==> src/rtl/lsu_pkg.sv <==
// Shared definitions for the load/store unit:
// funct3 codes, FSM state encoding and a legality helper.
package lsu_pkg;

  localparam logic [2:0] F3_B  = 3'b000;
  localparam logic [2:0] F3_H  = 3'b001;
  localparam logic [2:0] F3_W  = 3'b010;
  localparam logic [2:0] F3_D  = 3'b011;
  localparam logic [2:0] F3_BU = 3'b100;
  localparam logic [2:0] F3_HU = 3'b101;
  localparam logic [2:0] F3_WU = 3'b110;

  typedef enum logic [2:0] {
    IDLE   = 3'd0,
    LOAD   = 3'd1,
    RMW_RD = 3'd2,
    WRITE  = 3'd3,
    RESP   = 3'd4
  } lsu_state_e;

  // Stores only exist for b/h/w/d; loads lack a 111 form.
  function automatic logic f3_illegal(
    input logic       wr,
    input logic [2:0] f3
  );
    return wr ? f3[2] : (f3 == 3'b111);
  endfunction

endpackage

==> src/rtl/lsu_align.sv <==
// Load-data extension and store-data byte merge
// for the doubleword-wide data memory.
module lsu_align
  import lsu_pkg::*;
(
  input  logic [2:0]  funct3_i,
  input  logic [63:0] rdata_i,
  input  logic [31:0] wdata_i,
  output logic [63:0] ext_o,
  output logic [63:0] merged_o
);

  always_comb begin
    ext_o = rdata_i;
    case (funct3_i)
      F3_B:    ext_o = {{56{rdata_i[7]}}, rdata_i[7:0]};
      F3_H:    ext_o = {{48{rdata_i[15]}}, rdata_i[15:0]};
      F3_W:    ext_o = {{32{rdata_i[31]}}, rdata_i[31:0]};
      F3_D:    ext_o = rdata_i;
      F3_BU:   ext_o = {56'd0, rdata_i[7:0]};
      F3_HU:   ext_o = {48'd0, rdata_i[15:0]};
      F3_WU:   ext_o = {32'd0, rdata_i[31:0]};
      default: ext_o = rdata_i;
    endcase
  end

  // Only sub-doubleword stores go through the merge path.
  always_comb begin
    merged_o = rdata_i;
    case (funct3_i[1:0])
      2'b00:   merged_o = {rdata_i[63:8], wdata_i[7:0]};
      2'b01:   merged_o = {rdata_i[63:16], wdata_i[15:0]};
      2'b10:   merged_o = {rdata_i[63:32], wdata_i[31:0]};
      default: merged_o = rdata_i;
    endcase
  end

endmodule

==> src/rtl/load_store_unit.sv <==
// Data-memory initiator: one load/store at a time,
// sub-doubleword stores done as read-modify-write.
module load_store_unit
  import lsu_pkg::*;
#(
  parameter int unsigned MEM_BYTES = 101
) (
  input  logic        clk,
  input  logic        reset_n,
  input  logic        req_valid,
  output logic        req_ready,
  input  logic        req_write,
  input  logic [2:0]  req_funct3,
  input  logic [63:0] req_addr,
  input  logic [63:0] req_wdata,
  output logic        rsp_valid,
  output logic        rsp_err,
  output logic [63:0] rsp_rdata,
  output logic [63:0] Mem_Addr,
  output logic [63:0] WriteData,
  output logic        MemRead,
  output logic        MemWrite,
  input  logic [63:0] ReadData
);

  // Every access covers addr..addr+7.
  localparam logic [63:0] ADDR_MAX =
    64'(MEM_BYTES) - 64'd8;

  lsu_state_e  state_q, state_d;
  logic [63:0] addr_q;
  logic [2:0]  f3_q;
  logic [31:0] wdata_q;
  logic [63:0] buf_q;
  logic [63:0] rdata_q;
  logic        err_q;

  logic        accept;
  logic        req_err;
  logic [63:0] ext;
  logic [63:0] merged;

  assign accept  = (state_q == IDLE) && req_valid;
  assign req_err = f3_illegal(req_write, req_funct3)
                || (req_addr > ADDR_MAX);

  lsu_align u_align (
    .funct3_i (f3_q),
    .rdata_i  (ReadData),
    .wdata_i  (wdata_q),
    .ext_o    (ext),
    .merged_o (merged)
  );

  always_ff @(posedge clk or negedge reset_n) begin
    if (!reset_n) state_q <= IDLE;
    else          state_q <= state_d;
  end

  always_comb begin
    state_d = state_q;
    unique case (state_q)
      IDLE: begin
        if (req_valid) begin
          if (req_err)                   state_d = RESP;
          else if (!req_write)           state_d = LOAD;
          else if (req_funct3 == F3_D)   state_d = WRITE;
          else                           state_d = RMW_RD;
        end
      end
      LOAD:    state_d = RESP;
      RMW_RD:  state_d = WRITE;
      WRITE:   state_d = RESP;
      RESP:    state_d = IDLE;
      default: state_d = IDLE;
    endcase
  end

  always_comb begin
    MemRead   = 1'b0;
    MemWrite  = 1'b0;
    Mem_Addr  = '0;
    WriteData = '0;
    unique case (1'b1)
      (state_q == LOAD),
      (state_q == RMW_RD): begin
        MemRead  = 1'b1;
        Mem_Addr = addr_q;
      end
      (state_q == WRITE): begin
        MemWrite  = 1'b1;
        Mem_Addr  = addr_q;
        WriteData = buf_q;
      end
      default: ;
    endcase
  end

  assign req_ready = reset_n && (state_q == IDLE);
  assign rsp_valid = (state_q == RESP);
  assign rsp_err   = rsp_valid && err_q;
  assign rsp_rdata = rdata_q;

  always_ff @(posedge clk or negedge reset_n) begin
    if (!reset_n) begin
      addr_q  <= '0;
      f3_q    <= '0;
      wdata_q <= '0;
      buf_q   <= '0;
      rdata_q <= '0;
      err_q   <= 1'b0;
    end else begin
      if (accept) begin
        addr_q  <= req_addr;
        f3_q    <= req_funct3;
        wdata_q <= req_wdata[31:0];
        buf_q   <= req_wdata;
        err_q   <= req_err;
      end
      if (state_q == LOAD)   rdata_q <= ext;
      if (state_q == RMW_RD) buf_q   <= merged;
    end
  end

endmodule
==> config.mk <==
export PLATFORM = sky130hd
export DESIGN_NAME = load_store_unit
export DESIGN_NICKNAME = d
export VERILOG_FILES = /design/src/rtl/lsu_pkg.sv /design/src/rtl/lsu_align.sv /design/src/rtl/load_store_unit.sv
export SDC_FILE = /design/constraint.sdc
export NUM_CORES = 1
export LEC_CHECK = 0
export ABC_AREA = 1
export ABC_CLOCK_PERIOD_IN_PS = 1900
export CAP_MARGIN = 20
export CELL_PAD_IN_SITES_DETAIL_PLACEMENT = 1
export CELL_PAD_IN_SITES_GLOBAL_PLACEMENT = 1
export CORE_MARGIN = 2
export CORE_UTILIZATION = 33
export CTS_CLUSTER_DIAMETER = 120
export DETAILED_ROUTE_END_ITERATION = 10
export GPL_TIMING_DRIVEN = 0
export PLACE_DENSITY_LB_ADDON = 0.2
export SETUP_SLACK_MARGIN = 0.2
export SKIP_LAST_GASP = 1
export SYNTH_ARGS = -nofsm -noshare
export SYNTH_HDL_FRONTEND = slang
export SYNTH_HIERARCHICAL = 1
export SYNTH_SLANG_ARGS = --single-unit
==> constraint.sdc <==
create_clock -name clk -period 1.9 [get_ports clk]
set_input_delay 0.475 -clock clk [delete_from_list [all_inputs] [get_ports clk]]
set_output_delay 0.475 -clock clk [all_outputs]
set_load 0.05 [all_outputs]
==> summary.txt <==
Route
  – Routed metal-1 wire length: 22600 µm
  – Routed len/inst: 25.13 µm
  – Via count: around 12000
  – Post-route DRC violation count: 0
  – Length of routed met3 wiring: slightly above 3000 µm
  – DRC violation total after the first TritonRoute iteration: 630
  – Aggregate routed wire length: ~60000 µm
  – Top layer in use: met5
  – Drt via density: ~5.1
  – Number of nets with antenna violations after detailed routing: 0
  – Number of iterations in the first detailed-routing pass: 5
  – Wire length on met2: slightly above 30000 µm

Pwr
  – Cell-internal power: 14.69 mW
  – Switch share: about two fifths
  – Leakage: slightly above 10 nW
  – Clk pwr share: between 20% and 30%
  – Flop pwr share: between 30% and 40%
  – Power per Cell Area: approximately 1200 nW/µm²
  – Combinational power share: a little under half
  – Worst IR Drop VDD: approximately 0.8 mV
  – Switching power of the nets: slightly above 10 mW

Placed design
  – Routability-driven placement congestion ratio: just under 0.8
  – DP Area: around 17000 µm²
  – Port Buf Inserts: approximately 400
  – Total half-perimeter wirelength after legalization and detailed placement: 32890 µm

STA
  – Slew of the pin with the lowest slew margin: 0.5166 ns
  – RSZ-0062 raised after global routing: yes
  – Worst clock skew: around 0.015 ns
  – Max Slew Vio Count: 0
  – Maximum clock frequency: about 0.4 GHz
  – Worst slew margin relative to its limit: roughly 66%
  – Portion of the clock cycle consumed by the worst path in the final layout: 129.3%
  – Number of hold violations in the final report: between 50 and 60
  – Final critical-path setup slack: -0.5571 ns
  – Time the worst path needs with I/O delays and setup: about 2.5 ns
  – Final count of negative-setup-slack endpoints: ~300
  – Tightest hold margin: -0.1515 ns

Synth
  – Leading register cell type out of synthesis: sky130_fd_sc_hd__dfrtp_1
  – Flop and latch count out of synthesis: between 200 and 250
  – Sequential cell area fraction in the yosys report: 51.36%
  – Avg Inst Size Synth: 8.216 µm²
  – Cell with the most instances after synthesis: sky130_fd_sc_hd__nand2_1
  – Count of flip-flops with a built-in enable after synthesis: 0
  – Proportion of register bits with asynchronous set or reset after synthesis: 100.0%
  – Count of mapped cells out of synthesis: about 1400
  – Total of warnings raised by yosys: 6
  – Cell variety after synth: 25
  – Leading cell types by count after synthesis: sky130_fd_sc_hd__nand2_1 (405), sky130_fd_sc_hd__dfrtp_1 (231), sky130_fd_sc_hd__nor2_1 (175), sky130_fd_sc_hd__inv_1 (161), sky130_fd_sc_hd__o21ai_0 (94)
  – Synthesized Nets: between 1500 and 2000
  – Post-synth top area share: about 51%
  – Leading cell types by total area after synthesis: sky130_fd_sc_hd__dfrtp_1 (51%), sky130_fd_sc_hd__nand2_1 (14%), sky130_fd_sc_hd__mux2_2 (6.4%), sky130_fd_sc_hd__nor2_1 (5.8%), sky130_fd_sc_hd__inv_1 (5.4%)
  – Largest area contributor in the synthesized netlist: sky130_fd_sc_hd__dfrtp_1
  – Synthesized cell area: around 11000 µm²

Die
  – Placement Rows: 67
  – Vert. Die Dim: between 150 and 200 µm
  – Top-level port count: 396
  – Core region area: ~34000 µm²
  – Horizontal extent of the die: around 190 µm
  – Area enclosed by the die boundary: ~36000 µm²
  – Starting utilization of the core area: about a third

Final layout
  – Post-layout utilization of the core: a little under two thirds
  – Synth-to-Final Area Change: 89.12%
  – Fillers: around 3500
  – Number of nets at the end of the flow: 2098
  – Fraction of final layout cells with drive strength greater than 1: a little under half
  – Total non-filler cell area in the finished layout: 21290 µm²

Clocking
  – Number of levels the H-tree was split into: 1
  – Clock-pin slew reported for the worst setup and hold paths after clock tree synthesis: approximately 0.06 ns
  – Number of clock sinks: 231
  – Number of buffers added by the clock tree synthesis step: 28
  – Clock root buffer: sky130_fd_sc_hd__clkbuf_16
  – CTS tree: built
  – Clk buf depth: 3
  – Clk_lat worst skew: approximately 0.56 ns

Setup path
  – Startpoint type of the worst setup path: register
  – Worst endpoint required time: 1.42 ns
  – Worst setup path class: register to primary output
  – Sort of element at the end of the critical path: primary output
  – Worst Path Max Fanout: 6
  – Data arrival, critical path: roughly 2.0 ns

GRT
  – Global-route wire length before repair: 78940 µm
  – Number of global-route vias before repair: ~13000
  – GRT Resource Usage Total: ~29%
  – Total gr overflow: 0
  – Largest net degree at the start of global routing: between 70 and 80
  – Number of antenna violations at the first check in global routing: 10

Outcome
  – Failing checks: hold timing, setup timing
  – Outcome: complete, but fails checks

Hold path
  – Worst min path class: input port to async pin

Flow run
  – Max-capacitance violation count: 0
[power groups by stage]
stage	logic, mW	clock network (mW)	registers [mW]
after CTS	9.67	5.50	7.53
after global routing	12.6	5.80	7.85
after global placement	7.08	0	7.54
final	11.8	5.52	7.69
after detailed placement	7.36	0	7.61
after floorplan	4.54	0	7.82
[sequential cells by signal (all words and copies together), names as in the netlist]
register   flops
wdata_q       32
rsp_rdata     64
addr_q        64
f3_q           3
state_q        3
buf_q         64
err_q          1
[critical path: stages (launching register included)]
cell and delay [ns]:
sky130_fd_sc_hd__dfrtp_1 0.43, sky130_fd_sc_hd__or2_4 0.32, sky130_fd_sc_hd__nand2_8 0.18, sky130_fd_sc_hd__clkbuf_16 0.22
sky130_fd_sc_hd__nor2_4 0.10, sky130_fd_sc_hd__buf_6 0.17
[timing repair]
action                                  in CTS  in global routing
resized for setup                         1546                388
endpoints found under the hold margin       57                 57
setup buffers                               36                 22
endpoints found under the setup margin     402                351
cloned                                      39                  7
pin swaps                                   20                 40
[metal layers]
metal | vias to the layer above | track usage, %
met5 | - | 0
met4 | 2 | 9.886
met3 | 170 | 4.489
met2 | 445 | 51.00
met1 | 6162 | 35.51
li1 | 5324 | -
[area by class of cell]
type,count,area (µm²),area share (%)
diodes,9,22.52,0.1058
plain buffers,110,1254,5.890
clock buffers,41,840.8,3.950
clock inverters,10,81.33,0.3821
inverters,166,648.1,3.045
multi-input cells,863,6286,29.53
flip-flops and latches,231,5784,27.17
well taps,448,560.5,2.633
repair buffers,496,5767,27.09
repair inverters,3,42.54,0.1998
[stage by stage]
step | total power [mW] | TNS (ns) | std cells | setup slack [ns]
floorplan | 12.36 | -15.64 | 1370 | -0.2098
global placement | 14.62 | -2532.11 | 2213 | -10.38
detailed placement | 14.96 | -143.81 | 2215 | -1.146
CTS | 22.71 | -61.13 | 2340 | -0.4891
global route | 26.25 | -117.07 | 2377 | -0.5842
finish | 25.02 | -102.79 | 2377 | -0.5571
[worst paths after layout]
kind / depth (start not counted) / slack (ns) / from / end
min in group clk: 2 / 0.48 / wdata_q[12]$_DFFE_PN0P_ / wdata_q[12]$_DFFE_PN0P_
worst max register to register: 13 / -0.37 / state_q[0]$_DFFE_PN0P_ / addr_q[55]$_DFFE_PN0P_
worst min-delay path: 1 / -0.15 / reset_n / addr_q[39]$_DFFE_PN0P_
max in group asynchronous: 2 / 1.19 / reset_n / f3_q[0]$_DFFE_PN0P_
worst max-delay path: 5 / -0.56 / state_q[0]$_DFFE_PN0P_ / Mem_Addr[22]
worst min register to register: 2 / 0.48 / wdata_q[12]$_DFFE_PN0P_ / wdata_q[12]$_DFFE_PN0P_
[layout by cell type (no fill, tap or decap), types with 65 or more instances in the layout]
| cell type | n |
|---|---|
| sky130_fd_sc_hd__dfrtp_1 | 228 |
| sky130_fd_sc_hd__nor2_4 | 133 |
| sky130_fd_sc_hd__nand2_1 | 260 |
| sky130_fd_sc_hd__buf_8 | 65 |
| sky130_fd_sc_hd__nand2_4 | 91 |
| sky130_fd_sc_hd__inv_1 | 158 |
| sky130_fd_sc_hd__buf_6 | 120 |
| sky130_fd_sc_hd__clkdlybuf4s50_1 | 197 |
| sky130_fd_sc_hd__buf_2 | 74 |
[logic make-up (layout without fill, tap and decap cells)]
family | Yosys count | in the layout | share of synthesized area [%]
simple gates | 629 | 631 | 21.85
compound gates | 168 | 168 | 8.904
mux | 64 | 64 | 6.403
flops | 231 | 231 | 51.36
buf+inv | 278 | 826 | 11.48
other cells | 0 | 9 | 0
(Power assumes the default switching activity.)
